File: src/rtl/valu_pkg.sv
// Shared types and encodings for the vector-ALU sequencer and its decoder.
package valu_pkg;

    typedef enum logic [1:0] {
        OP_ADD,
        OP_SUB,
        OP_SMUL,
        OP_DOT
    } valu_op_e;

    localparam logic [2:0] VALU_CTRL_ADD  = 3'b010;
    localparam logic [2:0] VALU_CTRL_SUB  = 3'b110;
    localparam logic [2:0] VALU_CTRL_SMUL = 3'b000;
    localparam logic [2:0] VALU_CTRL_DOT  = 3'b001;

    localparam logic [5:0] F6_ADD  = 6'b000000;
    localparam logic [5:0] F6_SUB  = 6'b010000;
    localparam logic [5:0] F6_SMUL = 6'b000000;
    localparam logic [5:0] F6_DOT  = 6'b000000;

    localparam logic [2:0] F3_ADD  = 3'b001;
    localparam logic [2:0] F3_SUB  = 3'b000;
    localparam logic [2:0] F3_SMUL = 3'b111;
    localparam logic [2:0] F3_DOT  = 3'b110;

    typedef enum logic [1:0] {
        ST_IDLE,
        ST_EXEC,
        ST_REDUCE,
        ST_DONE
    } valu_state_e;

endpackage

File: src/rtl/valu_op_decode.sv
// Combinational decode of {funct6, vm, funct3} into op, ALU control and legality.
module valu_op_decode
    import valu_pkg::*;
(
    input  logic [9:0] vfunct_i,
    output valu_op_e   op_o,
    output logic [2:0] ctrl_o,
    output logic       legal_o,
    output logic       mask_en_o
);

    logic [5:0] funct6;
    logic [2:0] funct3;

    assign funct6    = vfunct_i[9:4];
    assign funct3    = vfunct_i[2:0];
    assign mask_en_o = ~vfunct_i[3];

    always_comb begin
        op_o    = OP_ADD;
        ctrl_o  = 3'b000;
        legal_o = 1'b0;
        case ({funct6, funct3})
            {F6_ADD, F3_ADD}: begin
                op_o = OP_ADD;  ctrl_o = VALU_CTRL_ADD;  legal_o = 1'b1;
            end
            {F6_SUB, F3_SUB}: begin
                op_o = OP_SUB;  ctrl_o = VALU_CTRL_SUB;  legal_o = 1'b1;
            end
            {F6_SMUL, F3_SMUL}: begin
                op_o = OP_SMUL; ctrl_o = VALU_CTRL_SMUL; legal_o = 1'b1;
            end
            {F6_DOT, F3_DOT}: begin
                op_o = OP_DOT;  ctrl_o = VALU_CTRL_DOT;  legal_o = 1'b1;
            end
            default: begin
                op_o = OP_ADD;  ctrl_o = 3'b000;         legal_o = 1'b0;
            end
        endcase
    end

endmodule

File: src/rtl/valu_seq_ctrl.sv
// Multi-beat vector-ALU sequencer: turns one decoded instruction into per-beat lane controls.
// state     | meaning
// ST_IDLE   | ready for a new instruction
// ST_EXEC   | issuing element beats, one per beat_ready_i
// ST_REDUCE | DOT only: one cross-lane reduce step
// ST_DONE   | one-cycle completion pulse (illegal_o qualifies it)
module valu_seq_ctrl
    import valu_pkg::*;
#(
    parameter int VLEN_MAX = 32,
    parameter int LANES    = 4,
    parameter int VL_W     = $clog2(VLEN_MAX + 1),
    parameter int BI_W     = ((VLEN_MAX / LANES) > 1) ? $clog2(VLEN_MAX / LANES) : 1
) (
    input  logic             clk_i,
    input  logic             rst_i,
    input  logic             in_valid_i,
    output logic             in_ready_o,
    input  logic [9:0]       vfunct_i,
    input  logic [VL_W-1:0]  vl_i,
    output logic             beat_valid_o,
    input  logic             beat_ready_i,
    output logic [2:0]       valu_ctrl_o,
    output logic [BI_W-1:0]  beat_idx_o,
    output logic [LANES-1:0] lane_en_o,
    output logic             mask_en_o,
    output logic             acc_clr_o,
    output logic             acc_en_o,
    output logic             reduce_o,
    output logic             done_o,
    output logic             illegal_o
);

    localparam int              LG_L       = $clog2(LANES);
    localparam logic [VL_W-1:0] VLEN_MAX_V = VL_W'(VLEN_MAX);

    valu_state_e     state_q, state_d;
    valu_op_e        op_q, op_d;
    logic [2:0]      ctrl_q, ctrl_d;
    logic            mask_q, mask_d;
    logic            illegal_q, illegal_d;
    logic [VL_W-1:0] vle_q, vle_d;
    logic [BI_W-1:0] beat_idx_q, beat_idx_d;

    valu_op_e        dec_op;
    logic [2:0]      dec_ctrl;
    logic            dec_legal;
    logic            dec_mask_en;
    logic [VL_W-1:0] vle_in;
    logic [VL_W-1:0] vle_m1;
    logic [BI_W-1:0] last_beat;

    valu_op_decode u_dec (
        .vfunct_i  (vfunct_i),
        .op_o      (dec_op),
        .ctrl_o    (dec_ctrl),
        .legal_o   (dec_legal),
        .mask_en_o (dec_mask_en)
    );

    assign vle_in    = (vl_i > VLEN_MAX_V) ? VLEN_MAX_V : vl_i;
    assign vle_m1    = vle_q - VL_W'(1);
    assign last_beat = BI_W'(vle_m1 >> LG_L);

    always_comb begin
        state_d      = state_q;
        op_d         = op_q;
        ctrl_d       = ctrl_q;
        mask_d       = mask_q;
        illegal_d    = illegal_q;
        vle_d        = vle_q;
        beat_idx_d   = beat_idx_q;
        in_ready_o   = 1'b0;
        beat_valid_o = 1'b0;
        valu_ctrl_o  = 3'b000;
        beat_idx_o   = '0;
        lane_en_o    = '0;
        mask_en_o    = 1'b0;
        acc_clr_o    = 1'b0;
        acc_en_o     = 1'b0;
        reduce_o     = 1'b0;
        done_o       = 1'b0;
        illegal_o    = 1'b0;

        case (state_q)
            ST_IDLE: begin
                in_ready_o = 1'b1;
                if (in_valid_i) begin
                    op_d       = dec_op;
                    ctrl_d     = dec_ctrl;
                    mask_d     = dec_mask_en;
                    illegal_d  = ~dec_legal;
                    vle_d      = vle_in;
                    beat_idx_d = '0;
                    state_d    = (!dec_legal || vle_in == '0) ? ST_DONE : ST_EXEC;
                end
            end
            ST_EXEC: begin
                beat_valid_o = 1'b1;
                valu_ctrl_o  = ctrl_q;
                mask_en_o    = mask_q;
                beat_idx_o   = beat_idx_q;
                for (int l = 0; l < LANES; l++) begin
                    lane_en_o[l] = (int'(beat_idx_q) * LANES + l) < int'(vle_q);
                end
                if (op_q == OP_DOT) begin
                    acc_en_o  = 1'b1;
                    acc_clr_o = (beat_idx_q == '0);
                end
                if (beat_ready_i) begin
                    if (beat_idx_q == last_beat) begin
                        state_d = (op_q == OP_DOT) ? ST_REDUCE : ST_DONE;
                    end else begin
                        beat_idx_d = beat_idx_q + BI_W'(1);
                    end
                end
            end
            ST_REDUCE: begin
                beat_valid_o = 1'b1;
                reduce_o     = 1'b1;
                lane_en_o    = '1;
                if (beat_ready_i) begin
                    state_d = ST_DONE;
                end
            end
            ST_DONE: begin
                done_o    = 1'b1;
                illegal_o = illegal_q;
                state_d   = ST_IDLE;
            end
            default: state_d = ST_IDLE;
        endcase

        // Outputs are forced quiet for the whole reset window, not just after the first edge.
        if (rst_i) begin
            in_ready_o   = 1'b0;
            beat_valid_o = 1'b0;
            valu_ctrl_o  = 3'b000;
            beat_idx_o   = '0;
            lane_en_o    = '0;
            mask_en_o    = 1'b0;
            acc_clr_o    = 1'b0;
            acc_en_o     = 1'b0;
            reduce_o     = 1'b0;
            done_o       = 1'b0;
            illegal_o    = 1'b0;
        end
    end

    always_ff @(posedge clk_i) begin
        if (rst_i) begin
            state_q    <= ST_IDLE;
            op_q       <= OP_ADD;
            ctrl_q     <= 3'b000;
            mask_q     <= 1'b0;
            illegal_q  <= 1'b0;
            vle_q      <= '0;
            beat_idx_q <= '0;
        end else begin
            state_q    <= state_d;
            op_q       <= op_d;
            ctrl_q     <= ctrl_d;
            mask_q     <= mask_d;
            illegal_q  <= illegal_d;
            vle_q      <= vle_d;
            beat_idx_q <= beat_idx_d;
        end
    end

endmodule
File: config.mk
export PLATFORM = sky130hd
export DESIGN_NAME = valu_seq_ctrl
export DESIGN_NICKNAME = d
export VERILOG_FILES = /design/src/rtl/valu_pkg.sv /design/src/rtl/valu_op_decode.sv /design/src/rtl/valu_seq_ctrl.sv
export SDC_FILE = /design/constraint.sdc
export NUM_CORES = 1
export LEC_CHECK = 0
export ABC_AREA = 1
export BUFFER_PORTS_ARGS = -buffer_cell sky130_fd_sc_hd__buf_2
export CAP_MARGIN = 0
export CORE_MARGIN = 2
export CORE_UTILIZATION = 45
export DETAILED_ROUTE_END_ITERATION = 8
export PLACE_DENSITY = 0.71
export SYNTH_ARGS = -nofsm -noshare
export SYNTH_HDL_FRONTEND = slang
export SYNTH_SLANG_ARGS = --single-unit
File: constraint.sdc
create_clock -name clk_i -period 4.1 [get_ports clk_i]
set_input_delay 0.615 -clock clk_i [delete_from_list [all_inputs] [get_ports clk_i]]
set_output_delay 0.615 -clock clk_i [all_outputs]
set_load 0.02 [all_outputs]
==> flow_summary_export.csv <==
group,metric,value,unit
die,die_h,58.0,um
routing,avgRoutedWirePerCell,10.7,um
synthesis,synth_top_area_frac,0.275,
worst_setup_path,start_kind,"register",
routing,first_pass_iters,4,
routing,finalWirelength,2.95,mm
clock_tree,clk_pin_slew,0.10,ns
placed_design,routabilityCongestion,0.863,
routing,dr.first_iter.drc_count,63,
synthesis,synth_flop_cell,"dfxtp_1",
finish,drive_above_1_share,0.225,
routing,drc,0,
global_route,antenna_found_initial,0,
clock_tree,clkSinkCount,18,
status,status,"complete, no violations",
finish,num_antenna_cells,0,
finish,stdcell_area,1540,sq um
placed_design,portBuffers,37,
sta,layout_min_cycle_time,2.66,ns
synthesis,postSynthCellCount,207,
sta,finalHoldViolCount,0,
sta,rsz0062_at_grt,"false",
global_route,grt_max_degree,20,
synthesis,synth_area_leaders,"dfxtp_1 (28%), nand2_1 (15%), ha_1 (9.6%), nor2_1 (9.2%), inv_1 (7.7%)",
clock_tree,post_cts_buffers,0,
synthesis,seq_area_frac_synth,0.275,
synthesis,synth_area_per_cell,6.33,sq um
synthesis,yosysWarningCount,0,
synthesis,async_flop_share,0,
placed_design,placed_area,1510,sq um
routing,dr_total_vias,1338,
die,initial_core_util,0.475,
global_route,track_usage,0.189,
sta,finClkSkew,0.00269,ns
global_route,grt_pass1_vias,1167,
die,die_x,58.0,um
worst_setup_path,worstPathRequired,3.48,ns
global_route,overflow,0,
worst_setup_path,worstPathMaxFanout,11,
synthesis,ys_ff_latch,18,
synthesis,syn_area,1310,sq um
worst_setup_path,endpoint_kind,"output port",
synthesis,synth_cell_types,28,
die,core-area,2760,sq um
sta,relSlewSlack,0.708,
sta,drv_slew,0,
sta,worst_slew_pin_slew,0.438,ns
finish,fillCellCount,288,
finish,final_nets,275,
clock_tree,clkLatencyLatePin,0.28,ns
finish,syn_to_final_growth,17.8,%
clock_tree,cts_buffers,3,
worst_setup_path,path_class,"reg2out",
min_path,hold_class,"reg2reg",
power_and_ir_drop,cellLeakagePower,0.000797,uW
die,die-area,3360,sq um
run,maxCapViolations,0,
sta,fin_crit_sh,0.648,
synthesis,yosys.area.top_type,"dfxtp_1",
clock_tree,cts_tree,"done",
clock_tree,htreeDepth,1,
clock_tree,cts_hold_buf,0,
routing,ant_nets,0,
sta,finalSetupTns,0,ns
clock_tree,clk_path_buf_depth,2,
die,num_rows,19,
worst_setup_path,r2r_slack,2.32,ns
placed_design,place_hpwl,2.39,mm
sta,fmax,376,MHz
sta,setup_violations,0,
routing,vias_per_cell,4.87,
worst_setup_path,worstPathArrival,2.04,ns
power_and_ir_drop,ir_drop,394,uV
power_and_ir_drop,p_per_area,613,nW/um^2
clock_tree,post_cts_resized,0,
clock_tree,cts_root_buffer,"clkbuf_4",
global_route,grt_pass1_wl,4.98,mm
synthesis,synth_edf_count,0,
die,ios,38,
synthesis,syn-num-nets,237,
[area by class of cell]
type	count	area, sq um	share of cell area
timing repair buffer	37	185	0.120
tap	31	38.8	0.0251
sequential	18	360	0.234
multi-input combinational	155	810	0.525
inverter	30	113	0.0730
clock buffer	4	36.3	0.0235
[report_power, final]
part / internal [uW] / switching (uW)
logic: 202 / 369
registers: 222 / 44.3
clock network: 54.0 / 53.4
[layer usage]
layer	wire, um	GRT usage
met5	0	0
met4	16	0.0399
met3	135	0.0335
met2	1310	0.302
met1	1490	0.269
[state kept, by name, indices dropped and copies added, names as in the netlist]
signal      count
vle_q           6
state_q         2
illegal_q       1
beat_idx_q      3
op_q            2
ctrl_q          3
mask_q          1
[metrics by stage]
stage          hold slack (ns)   util  std cells  total power [uW]  setup slack (ns)
2_1_floorplan            0.441      -        207               725              1.71
3_3_place_gp             0.479  0.546        271               840              1.82
3_5_place_dp             0.464  0.546        271               841              1.76
4_1_cts                  0.478  0.559        275               951              1.44
5_1_grt                  0.476  0.559        275              1050              1.20
6_report                 0.478  0.559        275               945              1.44
[cells in the mapped netlist (3+ instances only)]
library cell and number:
a21oi_1 14, dfxtp_1 18, inv_2 3, inv_1 27, nor2_1 32, nand2_2 4, o21ai_0 7, nor3_1 4
nand4_1 3, nor2_2 3, nand2_1 52, nand3_1 10, ha_1 10
[worst paths after layout]
| check | from | endpoint | cells after the start |
|---|---|---|---|
| setup / recovery | state_q[0] | lane_en_o[2] | 6 |
| hold / removal | ctrl_q[0] | ctrl_q[0] | 2 |
| setup reg to reg | state_q[0] | beat_idx_q[1] | 8 |
| hold reg to reg | ctrl_q[0] | ctrl_q[0] | 2 |
[cell families after synthesis]
family,share of synthesized area
DFF,0.275
buffers and inverters,0.107
adders and majority gates,0.0955
AOI/OAI and AO/OA,0.136
and+or+nand+nor,0.380
xor gates and xnor gates,0.00669
[worst max-delay path: stages, from the launching register on]
cell	delay [ns]
dfxtp_1	0.44
ha_1	0.46
inv_1	0.16
o31ai_1	0.28
inv_1	0.08
nor3_1	0.14
buf_2	0.19
[cells in the final DEF (no fill, tap or decap)]
cell      netlist  final
a31oi_1         1      1
o31ai_1         1      1
o22ai_1         1      1
clkbuf_8        1      1
nand2_4         2      2
o21bai_1        1      1
clkbuf_4        0      3
inv_1          27     27
a21oi_1        14     14
nor4_1          1      1
buf_2           2     37
nor3_1          4      4
nand2_2         4      4
inv_2           3      3
nor2_4          1      1
nand3_2         1      1
a211oi_1        2      2
nand2_1        52     52
nand4_1         3      3
nand3_1        10     10
o21ai_0         7      7
ha_1           10     10
a22oi_1         2      2
o211ai_1        2      2
nor2_2          3      3
dfxtp_1        18     18
xnor2_1         1      1
nor2_1         32     32
No activity file was read; power rests on OpenSTA's default activity.
